`src/rtl/rlbp_rx_pkg.sv`:
```
// rtl/rlbp_rx_pkg.sv - shared types and register map for the LBP code receiver
package rlbp_rx_pkg;

   typedef enum logic [1:0] {
      S_IDLE   = 2'd0,
      S_SHIFT  = 2'd1,
      S_CHECK  = 2'd2,
      S_PARITY = 2'd3
   } rx_state_e;

   localparam logic [3:0] DATA_OFS   = 4'h0;
   localparam logic [3:0] STATUS_OFS = 4'h4;
   localparam logic [3:0] CTRL_OFS   = 4'h8;
   localparam logic [3:0] CNT_OFS    = 4'hC;

   localparam int STAT_EMPTY_BIT = 0;
   localparam int STAT_FULL_BIT  = 1;
   localparam int STAT_LVL_LSB   = 2;
   localparam int STAT_LVL_MSB   = 4;
   localparam int STAT_OVF_BIT   = 5;
   localparam int STAT_FERR_BIT  = 6;
   localparam int STAT_PERR_BIT  = 7;

   localparam int CTRL_EN_BIT    = 0;
   localparam int CTRL_IRQEN_BIT = 1;
   localparam int CTRL_CLR_BIT   = 2;

endpackage

```
`src/rtl/rlbp_code_receiver_if.sv`:
```
// rtl/rlbp_code_receiver_if.sv - Wishbone slave bundle for the LBP code receiver
interface rlbp_code_receiver_if;
   logic        wbs_cyc_i;
   logic        wbs_stb_i;
   logic        wbs_we_i;
   logic [3:0]  wbs_sel_i;
   logic [31:0] wbs_adr_i;
   logic [31:0] wbs_dat_i;
   logic [31:0] wbs_dat_o;
   logic        wbs_ack_o;

   modport master (
      output wbs_cyc_i, wbs_stb_i, wbs_we_i, wbs_sel_i, wbs_adr_i, wbs_dat_i,
      input  wbs_dat_o, wbs_ack_o
   );

   modport slave (
      input  wbs_cyc_i, wbs_stb_i, wbs_we_i, wbs_sel_i, wbs_adr_i, wbs_dat_i,
      output wbs_dat_o, wbs_ack_o
   );
endinterface

```
`src/rtl/rlbp_rx_fifo.sv`:
```
// rtl/rlbp_rx_fifo.sv - synchronous word FIFO; a push while full is accepted only alongside a pop
module rlbp_rx_fifo #(
   parameter int W     = 12,
   parameter int DEPTH = 4,
   localparam int AW   = $clog2(DEPTH),
   localparam int LW   = AW + 1
) (
   input  logic          clk_i,
   input  logic          rst_i,
   input  logic          push_i,
   input  logic [W-1:0]  wdata_i,
   input  logic          pop_i,
   output logic [W-1:0]  rdata_o,
   output logic          full_o,
   output logic          empty_o,
   output logic [LW-1:0] level_o
);

   logic [W-1:0]  mem_q [DEPTH];
   logic [AW-1:0] wr_ptr_q, wr_ptr_d;
   logic [AW-1:0] rd_ptr_q, rd_ptr_d;
   logic [LW-1:0] count_q, count_d;
   logic          push_ok, pop_ok;

   assign full_o  = (count_q == LW'(DEPTH));
   assign empty_o = (count_q == '0);
   assign level_o = count_q;
   assign rdata_o = mem_q[rd_ptr_q];

   assign pop_ok  = pop_i & ~empty_o;
   assign push_ok = push_i & (~full_o | pop_ok);

   always_comb begin
      wr_ptr_d = push_ok ? wr_ptr_q + AW'(1) : wr_ptr_q;
      rd_ptr_d = pop_ok  ? rd_ptr_q + AW'(1) : rd_ptr_q;
      count_d  = count_q;
      if (push_ok && !pop_ok) count_d = count_q + LW'(1);
      else if (!push_ok && pop_ok) count_d = count_q - LW'(1);
   end

   always_ff @(posedge clk_i) begin
      if (rst_i) begin
         wr_ptr_q <= '0;
         rd_ptr_q <= '0;
         count_q  <= '0;
      end else begin
         wr_ptr_q <= wr_ptr_d;
         rd_ptr_q <= rd_ptr_d;
         count_q  <= count_d;
      end
   end

   always_ff @(posedge clk_i) begin
      if (push_ok) mem_q[wr_ptr_q] <= wdata_i;
   end

endmodule

```
`src/rtl/rlbp_code_receiver.sv`:
```
// rtl/rlbp_code_receiver.sv - serial LBP frame receiver with Wishbone FIFO readout
// Optional even-parity bit per frame when RLBP_RX_PARITY_EN is defined.
module rlbp_code_receiver
   import rlbp_rx_pkg::*;
#(
   parameter int          CODE_W     = 12,
   parameter int          FIFO_DEPTH = 4,
   parameter logic [31:0] BASE_ADDR  = 32'h3000_0000
) (
   input  logic                       wb_clk_i,
   input  logic                       wb_rst_i,
   input  logic                       ser_clk_i,
   input  logic                       ser_start_i,
   input  logic                       ser_data_i,
   input  logic                       ser_done_i,
   rlbp_code_receiver_if.slave        wb,
   output logic                       irq_o
);

   localparam int CNT_W = $clog2(CODE_W + 1);
   localparam int LVL_W = $clog2(FIFO_DEPTH) + 1;

   // {clk, start, data, done} share one synchroniser so they stay aligned
   logic [3:0] sync1_q, sync2_q;
   logic       ser_clk_prev_q;
   logic       strobe, s_start, s_data, s_done;

   rx_state_e          state_q, state_d;
   logic [CNT_W-1:0]   cnt_q, cnt_d;
   logic [CODE_W-1:0]  shift_q, shift_d;
   logic               good_frame, ferr_set, perr_set;
`ifdef RLBP_RX_PARITY_EN
   logic               par_ok_q, par_ok_d;
`endif

   logic               enable_q, irq_en_q, ovf_q, ferr_q, perr_q, irq_q;
   logic [15:0]        frame_cnt_q;
   logic               ack_q;
   logic [31:0]        dat_q;

   logic               fifo_pop, fifo_full, fifo_empty;
   logic [CODE_W-1:0]  fifo_rdata;
   logic [LVL_W-1:0]   fifo_level;
   logic [2:0]         lvl3;

   logic               access, hit, rd, wr, clr;
   logic [3:0]         ofs;
   logic [31:0]        rdata;
   logic               unused_ok;

   always_ff @(posedge wb_clk_i) begin
      if (wb_rst_i) begin
         sync1_q        <= '0;
         sync2_q        <= '0;
         ser_clk_prev_q <= 1'b0;
      end else begin
         sync1_q        <= {ser_clk_i, ser_start_i, ser_data_i, ser_done_i};
         sync2_q        <= sync1_q;
         ser_clk_prev_q <= sync2_q[3];
      end
   end

   assign strobe  = sync2_q[3] & ~ser_clk_prev_q;
   assign s_start = sync2_q[2];
   assign s_data  = sync2_q[1];
   assign s_done  = sync2_q[0];

   always_comb begin
      state_d    = state_q;
      cnt_d      = cnt_q;
      shift_d    = shift_q;
      good_frame = 1'b0;
      ferr_set   = 1'b0;
      perr_set   = 1'b0;
`ifdef RLBP_RX_PARITY_EN
      par_ok_d   = par_ok_q;
`endif
      if (!enable_q) begin
         state_d = S_IDLE;
      end else if (strobe) begin
         case (state_q)
            S_IDLE: begin
               if (s_start) begin
                  state_d = S_SHIFT;
                  cnt_d   = '0;
               end
            end
            S_SHIFT: begin
               if (s_start) begin
                  ferr_set = 1'b1;
                  cnt_d    = '0;
               end else begin
                  shift_d = {shift_q[CODE_W-2:0], s_data};
                  cnt_d   = cnt_q + CNT_W'(1);
                  if (cnt_q == CNT_W'(CODE_W - 1)) begin
`ifdef RLBP_RX_PARITY_EN
                     state_d = S_PARITY;
`else
                     state_d = S_CHECK;
`endif
                  end
               end
            end
`ifdef RLBP_RX_PARITY_EN
            S_PARITY: begin
               if (s_start) begin
                  ferr_set = 1'b1;
                  cnt_d    = '0;
                  state_d  = S_SHIFT;
               end else begin
                  state_d  = S_CHECK;
                  par_ok_d = ((^shift_q) == s_data);
                  perr_set = ((^shift_q) != s_data);
               end
            end
`endif
            S_CHECK: begin
               if (s_done) good_frame = 1'b1;
               else        ferr_set   = 1'b1;
               cnt_d   = '0;
               state_d = s_start ? S_SHIFT : S_IDLE;
            end
            default: state_d = S_IDLE;
         endcase
      end
   end

   always_ff @(posedge wb_clk_i) begin
      if (wb_rst_i) begin
         state_q  <= S_IDLE;
         cnt_q    <= '0;
         shift_q  <= '0;
`ifdef RLBP_RX_PARITY_EN
         par_ok_q <= 1'b0;
`endif
      end else begin
         state_q  <= state_d;
         cnt_q    <= cnt_d;
         shift_q  <= shift_d;
`ifdef RLBP_RX_PARITY_EN
         par_ok_q <= par_ok_d;
`endif
      end
   end

   logic fifo_push;
`ifdef RLBP_RX_PARITY_EN
   assign fifo_push = good_frame & par_ok_q;
`else
   assign fifo_push = good_frame;
`endif

   rlbp_rx_fifo #(
      .W     (CODE_W),
      .DEPTH (FIFO_DEPTH)
   ) u_fifo (
      .clk_i   (wb_clk_i),
      .rst_i   (wb_rst_i),
      .push_i  (fifo_push),
      .wdata_i (shift_q),
      .pop_i   (fifo_pop),
      .rdata_o (fifo_rdata),
      .full_o  (fifo_full),
      .empty_o (fifo_empty),
      .level_o (fifo_level)
   );

   // The cycle after an ack is never a fresh access, even if stb is still high
   assign access   = wb.wbs_cyc_i & wb.wbs_stb_i & ~ack_q;
   assign hit      = access & (wb.wbs_adr_i[31:4] == BASE_ADDR[31:4]);
   assign ofs      = wb.wbs_adr_i[3:0];
   assign rd       = hit & ~wb.wbs_we_i;
   assign wr       = hit & wb.wbs_we_i;
   assign clr      = wr & (ofs == CTRL_OFS) & wb.wbs_dat_i[CTRL_CLR_BIT];
   assign fifo_pop = rd & (ofs == DATA_OFS);
   assign lvl3     = 3'(fifo_level);

   always_comb begin
      rdata = '0;
      case (ofs)
         DATA_OFS:   rdata = fifo_empty ? 32'd0 : 32'(fifo_rdata);
         STATUS_OFS: begin
            rdata[STAT_EMPTY_BIT]             = fifo_empty;
            rdata[STAT_FULL_BIT]              = fifo_full;
            rdata[STAT_LVL_MSB:STAT_LVL_LSB]  = lvl3;
            rdata[STAT_OVF_BIT]               = ovf_q;
            rdata[STAT_FERR_BIT]              = ferr_q;
            rdata[STAT_PERR_BIT]              = perr_q;
         end
         CTRL_OFS: begin
            rdata[CTRL_EN_BIT]    = enable_q;
            rdata[CTRL_IRQEN_BIT] = irq_en_q;
         end
         CNT_OFS:    rdata = {16'd0, frame_cnt_q};
         default:    rdata = '0;
      endcase
   end

   always_ff @(posedge wb_clk_i) begin
      if (wb_rst_i) begin
         ack_q       <= 1'b0;
         dat_q       <= '0;
         enable_q    <= 1'b0;
         irq_en_q    <= 1'b0;
         ovf_q       <= 1'b0;
         ferr_q      <= 1'b0;
         perr_q      <= 1'b0;
         frame_cnt_q <= '0;
         irq_q       <= 1'b0;
      end else begin
         ack_q <= hit;
         dat_q <= rd ? rdata : 32'd0;
         if (wr && ofs == CTRL_OFS) begin
            enable_q <= wb.wbs_dat_i[CTRL_EN_BIT];
            irq_en_q <= wb.wbs_dat_i[CTRL_IRQEN_BIT];
         end
         // A new event in the same cycle as a clear keeps the flag set
         ovf_q  <= (ovf_q & ~clr) | (fifo_push & fifo_full & ~fifo_pop);
         ferr_q <= (ferr_q & ~clr) | ferr_set;
`ifdef RLBP_RX_PARITY_EN
         perr_q <= (perr_q & ~clr) | perr_set;
`else
         perr_q <= 1'b0;
`endif
         if (wr && ofs == CNT_OFS) frame_cnt_q <= '0;
         else if (good_frame)      frame_cnt_q <= frame_cnt_q + 16'd1;
         irq_q <= irq_en_q & ~fifo_empty;
      end
   end

   assign wb.wbs_ack_o = ack_q;
   assign wb.wbs_dat_o = dat_q;
   assign irq_o        = irq_q;
   assign unused_ok    = ^{wb.wbs_sel_i, wb.wbs_dat_i[31:3], perr_set};

endmodule
```
`src/flat_wrapper.sv`:
```
// flat-port wrapper written by rule: the top's interface ports become plain ports
module rlbp_code_receiver_flat import rlbp_rx_pkg::*;
#(
   parameter int          CODE_W     = 12,
   parameter int          FIFO_DEPTH = 4,
   parameter logic [31:0] BASE_ADDR  = 32'h3000_0000
)
  (wb_clk_i, wb_rst_i, ser_clk_i, ser_start_i, ser_data_i, ser_done_i, irq_o, wb_wbs_cyc_i, wb_wbs_stb_i, wb_wbs_we_i, wb_wbs_sel_i, wb_wbs_adr_i, wb_wbs_dat_i, wb_wbs_dat_o, wb_wbs_ack_o);
  rlbp_code_receiver_if wb_i ();
  input  logic wb_clk_i;
  input  logic wb_rst_i;
  input  logic ser_clk_i;
  input  logic ser_start_i;
  input  logic ser_data_i;
  input  logic ser_done_i;
  output logic irq_o;
  input wire logic [$bits(wb_i.wbs_cyc_i)-1:0] wb_wbs_cyc_i;
  input wire logic [$bits(wb_i.wbs_stb_i)-1:0] wb_wbs_stb_i;
  input wire logic [$bits(wb_i.wbs_we_i)-1:0] wb_wbs_we_i;
  input wire logic [$bits(wb_i.wbs_sel_i)-1:0] wb_wbs_sel_i;
  input wire logic [$bits(wb_i.wbs_adr_i)-1:0] wb_wbs_adr_i;
  input wire logic [$bits(wb_i.wbs_dat_i)-1:0] wb_wbs_dat_i;
  output wire logic [$bits(wb_i.wbs_dat_o)-1:0] wb_wbs_dat_o;
  output wire logic [$bits(wb_i.wbs_ack_o)-1:0] wb_wbs_ack_o;
  assign wb_i.wbs_cyc_i = wb_wbs_cyc_i;
  assign wb_i.wbs_stb_i = wb_wbs_stb_i;
  assign wb_i.wbs_we_i = wb_wbs_we_i;
  assign wb_i.wbs_sel_i = wb_wbs_sel_i;
  assign wb_i.wbs_adr_i = wb_wbs_adr_i;
  assign wb_i.wbs_dat_i = wb_wbs_dat_i;
  assign wb_wbs_dat_o = wb_i.wbs_dat_o;
  assign wb_wbs_ack_o = wb_i.wbs_ack_o;
  rlbp_code_receiver #(.CODE_W(CODE_W), .FIFO_DEPTH(FIFO_DEPTH), .BASE_ADDR(BASE_ADDR)) u_core (.wb_clk_i(wb_clk_i), .wb_rst_i(wb_rst_i), .ser_clk_i(ser_clk_i), .ser_start_i(ser_start_i), .ser_data_i(ser_data_i), .ser_done_i(ser_done_i), .wb(wb_i), .irq_o(irq_o));
endmodule
```
`config.mk`:
```
export PLATFORM = sky130hd
export DESIGN_NAME = rlbp_code_receiver_flat
export DESIGN_NICKNAME = d
export VERILOG_FILES = /design/src/rtl/rlbp_rx_pkg.sv /design/src/rtl/rlbp_code_receiver_if.sv /design/src/rtl/rlbp_rx_fifo.sv /design/src/rtl/rlbp_code_receiver.sv /design/src/flat_wrapper.sv
export SDC_FILE = /design/constraint.sdc
export NUM_CORES = 1
export LEC_CHECK = 0
export CAP_MARGIN = 20
export CORE_UTILIZATION = 50
export DETAILED_ROUTE_END_ITERATION = 8
export MAX_ROUTING_LAYER = met4
export PLACE_DENSITY = 0.86
export SYNTH_ARGS = -nofsm -noshare
export SYNTH_HDL_FRONTEND = slang
export SYNTH_SLANG_ARGS = --single-unit
export TNS_END_PERCENT = 30
```
`constraint.sdc`:
```
create_clock -name wb_clk_i -period 3.6 [get_ports wb_clk_i]
set_input_delay 0.72 -clock wb_clk_i [delete_from_list [all_inputs] [get_ports wb_clk_i]]
set_output_delay 0.72 -clock wb_clk_i [all_outputs]
set_load 0.05 [all_outputs]
```
==> run metrics, run 1 <==
worst slack, placed=-0.184 ns; starting density of the core=0.515; Simple-Gate Fraction of Synth Area=0.168; core area=9770 um^2; Max-Cap Viols=0; Die Footprint=~10000 um^2; startpoint types=input port; Worst EP arrival=around 3.8 ns; Root Driver=clkbuf_8; cells after synthesis=435; fin cells=approximately 650; Compound-Gate Fraction of Synth Area=0.0591; maximum root-to-sink buffer count=2; vias per cell=5.55; largest net degree at the start of global routing=46; Max Slew Vio Count=0; final net count=598; fraction of layout cells with a size suffix above 1=0.129; initial detailed-routing violation count=241; predominant post-synthesis flop cell=dfxtp_1; Die Wd=~100 um; Site Rows=36; drt first pass iters=5; dominant cells by area after synthesis=dfxtp_1, edfxtp_1, mux4_2; most frequent cells in the layout=dfxtp_1, clkdlybuf4s50_1, nor2_1; RSZ-0062 raised after global routing=false; R2R Setup Slk=0.69 ns; clock skew=0.00723 ns; Post-synth EDFFs=48; Antenna Diode Count=0; CP Cell Sequence=clkdlybuf4s50_1 > or4_4 > or4_4 > a21boi_4 > ha_1 > inv_1 > fa_1 > xor2_1 > or3_1 > a21oi_1; post-route ant nets=0; register area share after synthesis=0.580; Slowest cell on crit path=or4_4; Setup-failing EPs final=0; PortBufs=61; Clock Latency Late Sink=0.52 ns; largest area contributor in the netlist=dfxtp_1; final period utilization=0.925; Slew headroom=0.389; async set-reset flop share out of synthesis=0; adder-cell area share of the yosys netlist=0.0338; CTS Buf Count=17; post-CTS setup buffer count=0; Ys Warns=0; Post-Syn Area=5040 um^2; combinational family with the most area after synthesis=simple AND/OR/NAND/NOR gates; Tmin final=3.33 ns; P&R area growth vs syn=25.4%; Routed WL=about 12 mm; Leak=between 2 and 2.5 nW; number of fillers in the final layout=706; initial antenna violation count=0; GP Congestion=0.837; CP Class=in2reg; WL/cell=18.1 um; Distinct cells, synth=48; CTS resizes=0; Mapped Avg Cell Area=11.6 um^2; maximum vdd drop=0.287 mV; crit-path max FO=2; cell with the most instances on the worst path=or4_4; Worst Path Required=around 4.0 ns; GRT Total Usage=0.246; dpl hpwl=7.14 mm; hold_buf cts=0; GRT Residual Overflow=0; xor and xnor area share after synthesis=0.0296; via count=3629; clk slew on worst S/H paths=0.06 ns; vias in the first global route=3727; final worst setup slack=0.271 ns; clk sinks=122; CP Capture Type=register; slew at the pin closest to its max-slew limit=roughly 0.9 ns; min-delay worst type=reg2reg; dpl cells=622; DRC=0; Hold Violations, Final=0; H-tree depth=4; Yosys top cell area share=0.294; pwr/cell area=502 nW/um^2; fmax=300 MHz; post-synthesis mux area share=0.0835; FF+latch count, synth=122; status=finished clean; num ports=111; CTS tree=done; first-pass GRT wire length=18.3 mm; Die H=102 um; most common cell after layout, fill and taps aside=dfxtp_1; CP max stage delay=between 0.5 and 0.6 ns
[state kept, by name (all words and copies together) (netlist names), 3 cells and up, named ones only]
signal / cells
u_core.frame_cnt_q: 16
u_core.u_fifo.level_o: 3
u_core.sync1_q: 4
u_core.cnt_q: 4
u_core.u_fifo.mem_q: 48
u_core.wb.wbs_dat_o: 16
u_core.sync2_q: 4
u_core.shift_q: 12
[where the power goes]
group,switching (W),internal [W],leakage (nW),total [W]
registers,0.00000216,0.00143,1.04,0.00143
clock network,0.000630,0.000986,0.266,0.00162
logic,0.0000671,0.0000536,0.923,0.000121
total,0.000699,0.00247,2.23,0.00317
[synth_stat cells (2+ instances only)]
| library cell | count |
|---|---|
| mux2i_1 | 9 |
| o21ai_0 | 5 |
| ha_1 | 12 |
| or3_1 | 2 |
| a21oi_1 | 29 |
| mux4_2 | 12 |
| nand3_1 | 7 |
| and3_1 | 3 |
| and2_1 | 5 |
| buf_6 | 2 |
| buf_4 | 16 |
| a22oi_1 | 6 |
| nor2b_1 | 16 |
| edfxtp_1 | 48 |
| xor2_1 | 13 |
| dfxtp_1 | 74 |
| nor3_1 | 10 |
| nor2_1 | 49 |
| and4_1 | 3 |
| nand4_1 | 4 |
| xnor2_1 | 4 |
| and2_2 | 4 |
| or4_4 | 2 |
| a21o_1 | 2 |
| nand2_1 | 37 |
| nand3b_1 | 3 |
| a31oi_1 | 2 |
| inv_1 | 8 |
| nor3b_1 | 2 |
| mux2_2 | 4 |
| clkbuf_1 | 13 |
| nand2b_1 | 5 |
| nor4_1 | 9 |
[area by class of cell]
class                   instances  area, um^2  share of cell area
clock buffers                  18         418              0.0662
clock inverters                14         148              0.0234
inverters                       8        30.0             0.00475
multi-input cells             288        1950               0.308
flip-flops and latches        122        2920               0.463
well taps                     133         166              0.0263
repair buffers                 71         686               0.109
[critical path: cells and delay by family]
family / cells / cell delay, ns
fa+ha+maj: 2 / 0.60
simple gates: 3 / 1.43
compound gates: 2 / 0.36
buf+inv: 2 / 0.48
xor+xnor: 1 / 0.19
[per-layer routing]
metal,share of wire,track usage,vias to the layer above
met3,0.053,0.0492,34
met1,0.38,0.257,1788
li1,-,-,1659
met4,0.031,0.125,0
met5,0,-,-
met2,0.53,0.439,148
[final timing paths]
| path | depth (start not counted) | endpoint | startpoint |
|---|---|---|---|
| setup / recovery | 10 | u_core.u_fifo.level_o[2] | wb_wbs_adr_i[3] |
| hold / removal | 1 | u_core.sync2_q[0] | u_core.sync1_q[0] |
| setup reg to reg | 11 | u_core.u_fifo.level_o[2] | u_core.state_q[0] |
| hold reg to reg | 1 | u_core.sync2_q[0] | u_core.sync1_q[0] |
[cell families (layout without fill, tap and decap cells)]
kind of cell,Yosys count,count (layout)
AOI/OAI and AO/OA,49,49
xor gates and xnor gates,17,17
adders and majority gates,13,13
buffers and inverters,40,111
DFF,122,122
muxes,26,26
other,1,16
and+or+nand+nor,167,167
[stage by stage]
stage	hold WS (ns)	total power [W]	instance area, um^2	utilization	setup TNS (ns)
after CTS	0.442	0.00317	6320	0.646	0
after floorplan	0.414	0.00154	5090	-	0
after global placement	0.420	0.00158	5750	0.588	-0.0928
after detailed placement	0.428	0.00158	5750	0.588	-0.184
after global routing	0.456	0.00324	6320	0.646	0
final	0.437	0.00317	6320	0.646	0
No activity file was read; power rests on OpenSTA's default activity.
==> inputs of run 2 (changes only) <==
- ABC_CLOCK_PERIOD_IN_PS: unset -> 3600
- CORE_UTILIZATION: 50 -> 45
- PLACE_DENSITY: 0.86 -> 0.79
==> run 2 against run 1 <==
Non-clock buffer count is 1 higher. Final area is 1.6% higher. Worst hold slack better by 0.0018 ns. Critical path type unchanged. Critical path depth stayed put. Largest power group unchanged. First-iteration DRC count is 30% lower.
==> run metrics, run 2 (synthesis gave the netlist of run 1 again) <==
status=finished clean; fmax=308 MHz (+2.7%); Max Slew Vio Count=0 (unchanged); CTS Buf Count=17 (unchanged); Root Driver=clkbuf_8; CTS resizes=0 (unchanged); via count=3453 (-4.8%); clock skew=0.0110 ns (+0.00378 ns); clk slew on worst S/H paths=0.06 ns (about the same); post-CTS setup buffer count=0 (unchanged); Layout Utilization=0.589 (-0.0569); CP delay by family, top=simple AND/OR/NAND/NOR gates; pwr/cell area=524 nW/um^2 (+4.5%); Seq. cell area=2920 um^2 (unchanged); min-delay worst type=reg2reg; internal power=0.00270 W (+9.4%); hold_buf cts=0 (unchanged); initial detailed-routing violation count=168 (-30%); number of fillers in the final layout=829 (+17%); startpoint types=input port; initial antenna violation count=0 (unchanged); Slowest cell on crit path=or4_4; Site Rows=38 (+5.6%); most used routing layer=met2; PortBufs=61 (unchanged); Worst EP arrival=3.68 ns (-0.09 ns); met3 usage=0.0454 (-0.00385); switch share=0.197 (-0.0240); vias in the first global route=3499 (-6.1%); Clock Latency Late Sink=0.51 ns (about the same); GP Congestion=0.866 (+3.5%); Antenna Diode Count=0 (unchanged); NetSw=0.000662 W (-5.4%); first-pass GRT wire length=16.7 mm (-8.3%); Hold Violations, Final=0 (unchanged); Setup-failing EPs final=0 (unchanged); CP Class=in2reg; Multi-input gate area=1950 um^2 (unchanged); CP max stage delay=0.56 ns (about the same); most frequent cells in the layout=dfxtp_1, clkdlybuf4s50_1, nor2_1; P&R area growth vs syn=27.4%; vias per cell=5.22 (-6.0%); post-route ant nets=0 (unchanged); num ports=111 (unchanged); WL/cell=15.7 um (-13%); final worst setup slack=0.357 ns (+0.0867 ns); CTS tree=done; starting density of the core=0.463 (-0.0527); GRT Total Usage=0.197 (-0.0488); final net count=599 (+0.17%); most common cell after layout, fill and taps aside=dfxtp_1; dpl hpwl=6.75 mm (-5.4%); Tmin final=3.24 ns (-0.0867 ns); slew at the pin closest to its max-slew limit=0.906 ns (-0.00307 ns); Die Footprint=11600 um^2 (+11%); fraction of layout cells with a size suffix above 1=0.130 (+0.00167); maximum vdd drop=0.307 mV (+6.9%); Slew headroom=0.391 (+0.00207); Routed WL=10.4 mm (-12%); number of flip-flops under the largest register name=48 (unchanged); H-tree depth=4 (unchanged); Clock power frac=0.539 (+0.029); Power Total=0.00336 W (+6.1%); worst path buffer plus inverter count=2 (unchanged); cell with the most instances on the worst path=or4_4; worst slack, placed=-0.137 ns (+0.0470 ns); Leak=2.28 nW (+2.4%); DRC=0 (unchanged); final period utilization=0.901 (-0.0241); maximum root-to-sink buffer count=2 (unchanged); crit-path max FO=2 (unchanged); clk sinks=122 (unchanged); Die Wd=108 um (+5.3%); CP Cell Sequence=clkdlybuf4s50_1 > or4_4 > or4_4 > a21boi_4 > ha_1 > inv_1 > fa_1 > xor2_1 > or3_1 > a21oi_1; drt first pass iters=6 (+1); core area=10900 um^2 (+11%); CP Capture Type=register; Max-Cap Viols=0 (unchanged); Seq pwr share=0.426 (-0.026); Die H=108 um (+5.3%); RSZ-0062 raised after global routing=false; met2 Use GR=0.336 (-0.103); Largest Register=u_core.u_fifo.mem_q; GRT Residual Overflow=0 (unchanged); Comb power frac=0.036 (-0.002); met1 usage=0.217 (-0.0401); largest net degree at the start of global routing=46 (unchanged); Worst Path Required=4.04 ns (about the same)
[run 2: changes by cell type in the layout (fill, tap and decap cells not counted), sizes merged]
cell	delta
clkinv	-4
clkinvlp	-2
inv	-1
bufinv	+1
clkbuf	+6
buf	+1
[run 2: final timing paths]
| path | start | to | slack, ns | cells past startpoint |
|---|---|---|---|---|
| setup / recovery | wb_wbs_adr_i[3] | u_core.u_fifo.level_o[2] | 0.36 | 10 |
| hold / removal | u_core.sync1_q[3] | u_core.sync2_q[3] | 0.44 | 1 |
| setup reg to reg | u_core.wb.wbs_ack_o | u_core.u_fifo.level_o[2] | 0.84 | 10 |
| hold reg to reg | u_core.sync1_q[3] | u_core.sync2_q[3] | 0.44 | 1 |
[run 2: cell type report]
class / count / share of cell area
clock buffers: 24 / 0.0817
clock inverters: 8 / 0.0195
inverters: 8 / 0.00468
multi-input cells: 288 / 0.303
flip-flops and latches: 122 / 0.456
well taps: 140 / 0.0273
repair buffers: 72 / 0.108
[run 2: through the flow]
| step | TNS, ns | hold WS, ns | std cells | cell area, um^2 |
|---|---|---|---|---|
| after global routing | 0 | 0.465 | 662 | 6420 |
| after floorplan | 0 | 0.414 | 450 | 5090 |
| after global placement | -0.0866 | 0.422 | 630 | 5770 |
| after CTS | 0 | 0.440 | 662 | 6420 |
| after detailed placement | -0.137 | 0.421 | 630 | 5770 |
| final | 0 | 0.439 | 662 | 6420 |
[run 2: routing by layer]
layer,vias to the layer above,wire length [um]
li1,1660,-
met1,1652,4340
met2,122,5340
met3,19,498
met4,0,225
met5,-,0
[run 2: power by group through the flow]
stage          logic (W)  registers (W)  clock network, W
3_5_place_dp    0.000120        0.00146                 0
6_report        0.000120        0.00143           0.00181
3_3_place_gp    0.000117        0.00146                 0
4_1_cts         0.000120        0.00143           0.00183
5_1_grt         0.000128        0.00143           0.00189
2_1_floorplan  0.0000776        0.00146                 0
